### src/rtl/or1200_bus_arb_pkg.sv
// Shared types and constants for the OR1200 CPU bus arbiter: FSM states,
// grant encodings, bus widths and the default watchdog limit.
package or1200_bus_arb_pkg;

    localparam int ADR_W = 32;
    localparam int DAT_W = 32;
    localparam int SEL_W = 4;
    localparam int TAG_W = 4;

    localparam int unsigned TIMEOUT_CYCLES_DEF = 255;

    typedef enum logic [1:0] {
        ST_IDLE  = 2'd0,
        ST_GNT_I = 2'd1,
        ST_GNT_D = 2'd2
    } arb_state_t;

    localparam logic [1:0] GRANT_NONE = 2'b00;
    localparam logic [1:0] GRANT_ICPU = 2'b01;
    localparam logic [1:0] GRANT_DCPU = 2'b10;

    // Owner encoding presented on grant_o for a given FSM state.
    function automatic logic [1:0] grant_of(input arb_state_t s);
        case (s)
            ST_GNT_I: grant_of = GRANT_ICPU;
            ST_GNT_D: grant_of = GRANT_DCPU;
            default:  grant_of = GRANT_NONE;
        endcase
    endfunction

endpackage

### src/rtl/or1200_bus_arb_wdt.sv
// Transfer watchdog: cleared while the arbiter is idle, counts granted cycles
// that see no termination, and flags expiry on the LIMIT-th granted cycle.
module or1200_bus_arb_wdt #(
    parameter int unsigned LIMIT = 255
) (
    input  logic clk,
    input  logic rst,
    input  logic i_clear,
    input  logic i_count,
    input  logic i_active,
    output logic o_expire
);

    localparam int CW = $clog2(LIMIT + 1);

    logic [CW-1:0] r_cnt;

    // Granted-cycle counter; restarts from zero every time the bus goes idle.
    // NOTE: state registers use non-blocking (<=) so every flop samples pre-edge values.
    always_ff @(posedge clk or negedge rst) begin
        if (!rst) begin
            r_cnt <= '0;
        end else if (i_clear) begin
            r_cnt <= '0;
        end else if (i_count) begin
            r_cnt <= r_cnt + CW'(1);
        end
    end

    // Counter starts at 0 on the first granted cycle, so LIMIT-1 marks cycle LIMIT.
    assign o_expire = i_active && (r_cnt == CW'(LIMIT - 1));

endmodule

### src/rtl/or1200_cpu_bus_arb.sv
// Two-master arbiter sharing one memory port between the instruction-fetch
// and data units. Round-robin on ties (dcpu first after reset), one idle
// bubble between grants. Optional transfer watchdog enabled by defining
// OR1200_BUS_ARB_TIMEOUT_EN.
module or1200_cpu_bus_arb
    import or1200_bus_arb_pkg::*;
#(
    parameter int unsigned TIMEOUT_CYCLES = TIMEOUT_CYCLES_DEF
) (
    input  logic             clk,
    input  logic             rst,
    // instruction-fetch master
    input  logic             icpu_cycstb_i,
    input  logic [ADR_W-1:0] icpu_adr_i,
    input  logic [SEL_W-1:0] icpu_sel_i,
    input  logic [TAG_W-1:0] icpu_tag_i,
    output logic [DAT_W-1:0] icpu_dat_o,
    output logic [TAG_W-1:0] icpu_tag_o,
    output logic             icpu_ack_o,
    output logic             icpu_rty_o,
    output logic             icpu_err_o,
    // data master
    input  logic             dcpu_cycstb_i,
    input  logic             dcpu_we_i,
    input  logic [ADR_W-1:0] dcpu_adr_i,
    input  logic [SEL_W-1:0] dcpu_sel_i,
    input  logic [TAG_W-1:0] dcpu_tag_i,
    input  logic [DAT_W-1:0] dcpu_dat_i,
    output logic [DAT_W-1:0] dcpu_dat_o,
    output logic [TAG_W-1:0] dcpu_tag_o,
    output logic             dcpu_ack_o,
    output logic             dcpu_rty_o,
    output logic             dcpu_err_o,
    // shared memory port
    output logic             mem_cycstb_o,
    output logic             mem_we_o,
    output logic [ADR_W-1:0] mem_adr_o,
    output logic [SEL_W-1:0] mem_sel_o,
    output logic [TAG_W-1:0] mem_tag_o,
    output logic [DAT_W-1:0] mem_dat_o,
    input  logic [DAT_W-1:0] mem_dat_i,
    input  logic [TAG_W-1:0] mem_tag_i,
    input  logic             mem_ack_i,
    input  logic             mem_rty_i,
    input  logic             mem_err_i,
    output logic [1:0]       grant_o
);

    arb_state_t r_state;
    arb_state_t w_state_nxt;
    logic       r_last_dcpu;      // 1: dcpu owned the bus last, icpu wins the next tie
    logic       w_last_dcpu_nxt;
    logic       w_term;
    logic       w_expire;
    logic       w_granted;

    assign w_term    = mem_ack_i | mem_rty_i | mem_err_i;
    assign w_granted = (r_state != ST_IDLE);

`ifdef OR1200_BUS_ARB_TIMEOUT_EN
    or1200_bus_arb_wdt #(
        .LIMIT(TIMEOUT_CYCLES)
    ) u_wdt (
        .clk      (clk),
        .rst      (rst),
        .i_clear  (r_state == ST_IDLE),
        .i_count  (w_granted && !w_term),
        .i_active (w_granted),
        .o_expire (w_expire)
    );
`else
    logic w_unused_timeout;
    assign w_unused_timeout = (TIMEOUT_CYCLES != 0);
    assign w_expire         = 1'b0;
`endif

    // State and round-robin history registers.
    always_ff @(posedge clk or negedge rst) begin
        if (!rst) begin
            r_state     <= ST_IDLE;
            r_last_dcpu <= 1'b0;
        end else begin
            r_state     <= w_state_nxt;
            r_last_dcpu <= w_last_dcpu_nxt;
        end
    end

    // Next-state: arbitrate from idle, release on termination, withdrawal or expiry.
    // NOTE: every combinational output gets a default first so no path infers a latch.
    always_comb begin
        w_state_nxt     = r_state;
        w_last_dcpu_nxt = r_last_dcpu;
        case (r_state)
            ST_IDLE: begin
                if (icpu_cycstb_i && dcpu_cycstb_i) begin
                    w_state_nxt = r_last_dcpu ? ST_GNT_I : ST_GNT_D;
                end else if (icpu_cycstb_i) begin
                    w_state_nxt = ST_GNT_I;
                end else if (dcpu_cycstb_i) begin
                    w_state_nxt = ST_GNT_D;
                end
                if (w_state_nxt != ST_IDLE) begin
                    w_last_dcpu_nxt = (w_state_nxt == ST_GNT_D);
                end
            end
            ST_GNT_I: begin
                if (!icpu_cycstb_i || w_term || w_expire) begin
                    w_state_nxt = ST_IDLE;
                end
            end
            ST_GNT_D: begin
                if (!dcpu_cycstb_i || w_term || w_expire) begin
                    w_state_nxt = ST_IDLE;
                end
            end
            default: w_state_nxt = ST_IDLE;
        endcase
    end

    // Output mux: owner's request drives the port, terminations go to the owner only.
    always_comb begin
        mem_cycstb_o = 1'b0;
        mem_we_o     = 1'b0;
        mem_adr_o    = '0;
        mem_sel_o    = '0;
        mem_tag_o    = '0;
        mem_dat_o    = '0;
        icpu_dat_o   = '0;
        icpu_tag_o   = '0;
        icpu_ack_o   = 1'b0;
        icpu_rty_o   = 1'b0;
        icpu_err_o   = 1'b0;
        dcpu_dat_o   = '0;
        dcpu_tag_o   = '0;
        dcpu_ack_o   = 1'b0;
        dcpu_rty_o   = 1'b0;
        dcpu_err_o   = 1'b0;
        case (r_state)
            ST_GNT_I: begin
                mem_cycstb_o = icpu_cycstb_i && !w_expire;
                mem_adr_o    = icpu_adr_i;
                mem_sel_o    = icpu_sel_i;
                mem_tag_o    = icpu_tag_i;
                icpu_dat_o   = mem_dat_i;
                icpu_tag_o   = mem_tag_i;
                icpu_ack_o   = icpu_cycstb_i && !w_expire && mem_ack_i;
                icpu_rty_o   = icpu_cycstb_i && !w_expire && mem_rty_i;
                icpu_err_o   = icpu_cycstb_i && (w_expire || mem_err_i);
            end
            ST_GNT_D: begin
                mem_cycstb_o = dcpu_cycstb_i && !w_expire;
                mem_we_o     = dcpu_we_i;
                mem_adr_o    = dcpu_adr_i;
                mem_sel_o    = dcpu_sel_i;
                mem_tag_o    = dcpu_tag_i;
                mem_dat_o    = dcpu_dat_i;
                dcpu_dat_o   = mem_dat_i;
                dcpu_tag_o   = mem_tag_i;
                dcpu_ack_o   = dcpu_cycstb_i && !w_expire && mem_ack_i;
                dcpu_rty_o   = dcpu_cycstb_i && !w_expire && mem_rty_i;
                dcpu_err_o   = dcpu_cycstb_i && (w_expire || mem_err_i);
            end
            default: ;
        endcase
    end

    assign grant_o = grant_of(r_state);

endmodule

### config.mk
export PLATFORM = sky130hd
export DESIGN_NAME = or1200_cpu_bus_arb
export DESIGN_NICKNAME = d
export VERILOG_FILES = /design/src/rtl/or1200_bus_arb_pkg.sv /design/src/rtl/or1200_bus_arb_wdt.sv /design/src/rtl/or1200_cpu_bus_arb.sv
export SDC_FILE = /design/constraint.sdc
export NUM_CORES = 1
export LEC_CHECK = 0
export CORE_AREA = 2 2 122 124
export CTS_BUF_LIST = sky130_fd_sc_hd__clkbuf_4
export DETAILED_ROUTE_END_ITERATION = 7
export DIE_AREA = 0 0 124 126
export HOLD_SLACK_MARGIN = 0.15
export PLACE_DENSITY = 0.5
export SLEW_MARGIN = 20
export SYNTH_ARGS = -nofsm -noshare
export SYNTH_HDL_FRONTEND = slang
export SYNTH_SLANG_ARGS = --single-unit
### constraint.sdc
create_clock -name clk -period 2.8 [get_ports clk]
set_clock_uncertainty 0.05 [all_clocks]
set_input_delay 0.42 -clock clk [delete_from_list [all_inputs] [get_ports clk]]
set_output_delay 0.42 -clock clk [all_outputs]
set_load 0.01 [all_outputs]
==> results.md <==
- Pleak: 1.79 nW
- H-tree depth: 1
- Crit path time final: 2.63 ns
- Total gr overflow: 0
- Clock buffer depth: 2
- CP cell instances: inv_1, ha_2, buf_12, and2_1, clkdlybuf4s50_1
- PwrDens: 695 nW/µm²
- Fillers: 1500
- VDD IR max: ~310 µV
- Die ar.: 15600 µm²
- Worst Path Arrival: 2.16 ns
- Root Buffer: clkbuf_4
- Core area: 14300 µm²
- Power Internal: between 2 and 2.5 mW
- Final setup violation count: 0
- Post-Syn Instances: about 240
- Reg2Reg Depth: 5
- Hold_ws: 0.329 ns
- Cell Area, Synth: 1600 µm²
- Switching portion of total power: 41.2%
- Final setup TNS: 0 ns
- Global-route wire length before repair: 14700 µm
- Share of layout cells above drive strength 1: 3.20%
- ANT nets after route: 0
- Synth top area share: approximately two fifths
- GRT Util Overall: 12.0%
- R2r setup slk: 0.89 ns
- Synth area leaders: and2_1 41%, a22oi_1 20%, nor2b_1 16%, clkbuf_1 5.4%, dfrtp_1 4.7%
- Crit start category: register
- Routed wire length per instance: roughly 14 µm
- Final Power: 3.45 mW
- Clk network pwr share: around 2.5%
- Setup CP Type: register to output port
- Die Height: 126 µm
- FF+latch area: 75.1 µm²
- Hold Crit Class: primary input to asynchronous set/reset pin
- Vias per cell: roughly 4
- Commonest non-fill, non-tap cell in the layout: clkdlybuf4s50_1
- Max Freq: 0.380 GHz
- Synth cell types: 18
- RSZ-0062 raised after global routing: no
- Nets@finish: 694
- Area growth, synth to finish: 210%
- Rel. slew slack: approximately four fifths
- Critical Path End: mem_dat_o[9]
- Sink Count: 3
- Worst r2r src: r_state[0]
- # Max-Cap Violations: 0
- Pin count of the biggest net entering global routing: between 60 and 70
- IO Pins: 310
- Synth area leader: and2_1
- Wirelength, routed: ~10000 µm
- Initial core utilization: 11.2%
- Synth warn: 0
- CP max-delay cell: clkdlybuf4s50_1
- Port buffer count: 309
- CTS tree: built
- WP data required: 2.33 ns
- Sequential Power Share: 2.7%
- Vias in the first global route: 2781
- Final Max Slew Viols: 0
- Syn_nets: between 300 and 400
- Worst Setup SP: r_state[0]
- Max stage delay on crit path: between 0.5 and 0.6 ns
- Least-Margin Pin Slew: 0.302 ns
- Initial antenna violation count: 1
- Gpl congestion: between 0.8 and 0.9
- CTS Buf Count: 3
- P_sw: 1.42 mW
- DR vias: between 2000 and 3000
- Number of synthesized register bits: 3
- Multi-input logic area: 1440 µm²
- RR Endpoint: r_state[0]
- Worst skew pair latency: 0.23 ns
- Setup crit end kind: output port
- Comb pwr share: between 90% and 100%
- DRT iter0 DRCs: 68
- Post-DP HPWL: roughly 8700 µm
- 1st-pass router iterations: 4
- Post-synthesis sequential area ratio: 4.69%
- Row Count: 44
- Tcrit/Tclk final: ~94%
- Status: complete, no violations
- Post-Syn Area per Cell: 6.72 µm²
- Hold_buf cts: 0
- Worst Path Max Fanout: 60
- Most frequent cells in the layout: 309 x clkdlybuf4s50_1, 105 x and2_1, 42 x a22oi_1
- Reg clk slew, reported paths: 0.04 ns
- Die X: 124 µm
- Final hold vios: 0
- Residual DRC: 0
layer usage:
layer	up-vias	global-route usage (%)	share of wire, %
li1	1381	-	-
met1	1250	12.1	34
met2	185	23.5	53
met3	6	4.44	13
met4	0	1.72	0.57
met5	-	0	0
how the worst min path moves through the flow:
stage / from / to / depth (start not counted)
2_1_floorplan: rst / r_last_dcpu / 0
3_3_place_gp: r_last_dcpu / r_last_dcpu / 1
3_5_place_dp: r_last_dcpu / r_last_dcpu / 1
4_1_cts: rst / r_last_dcpu / 1
5_1_grt: rst / r_last_dcpu / 1
6_report: rst / r_state[0] / 1
registers in the layout, summed over array words and instances (netlist names):
| register | flops |
|---|---|
| r_last_dcpu | 1 |
| r_state | 2 |
metrics by stage:
| stage | setup WS, ns | instance area (µm²) | utilization, % | std cells |
|---|---|---|---|---|
| floorplan | 0.855 | 1600 | - | 238 |
| CTS | 0.0598 | 4940 | 34.5 | 716 |
| finish | 0.166 | 4960 | 34.7 | 717 |
| global placement | 0.343 | 4910 | 34.3 | 712 |
| detailed placement | 0.329 | 4910 | 34.3 | 712 |
| global route | 0.0327 | 4960 | 34.7 | 717 |
timing repair:
item	CTS	global route
buffers inserted	0	0
setup endpoints to repair	0	31
gates resized for setup	0	4
cell usage after synthesis:
library cell / n
and2_1: 105
a22oi_1: 42
nor2b_1: 41
clkbuf_1: 23
and3_1: 6
ha_1: 5
dfrtp_1: 3
inv_1: 2
mux2_4: 2
a21boi_0: 1
a31o_1: 1
and3b_1: 1
buf_2: 1
buf_4: 1
nand2b_1: 1
o21ba_2: 1
o21bai_1: 1
or4_4: 1
critical path, delay by kind of cell (launching register included):
family | cells | cell delay (ns)
AND/OR/NAND/NOR | 1 | 0.16
buffers and inverters | 3 | 0.96
flip-flops | 1 | 0.44
adder cells (fa/ha/maj) | 1 | 0.33
cell type report:
| type | instances | area share [%] |
|---|---|---|
| Inverter | 2 | 0.151 |
| Tap cell | 184 | 4.64 |
| Sequential cell | 3 | 1.51 |
| Antenna cell | 1 | 0.0504 |
| Timing Repair Buffer | 315 | 64.1 |
| Clock buffer | 4 | 0.605 |
| Multi-Input combinational cell | 208 | 28.9 |
power groups by stage:
stage	sequential [mW]	clock (mW)	combinational, mW
after floorplan	0.0817	0	1.50
after global placement	0.0885	0	3.29
after detailed placement	0.0874	0	3.29
after CTS	0.0893	0.0911	3.30
after global routing	0.0988	0.0946	3.55
final	0.0927	0.0862	3.27
kinds of logic (layout without fill, tap and decap cells):
logic type               count (synthesis)  count (layout)  share of synthesized area (%)
other                                    0               1                              0
AO/OA/AOI/OAI                           46              46                           21.8
adder cells (fa/ha/maj)                  5               5                           3.91
flip-flops                               3               3                           4.69
buffers and inverters                   27             321                           6.65
AND/OR/NAND/NOR                        155             155                           61.1
multiplexers                             2               2                           1.88
No activity file was read; power rests on OpenSTA's default activity.
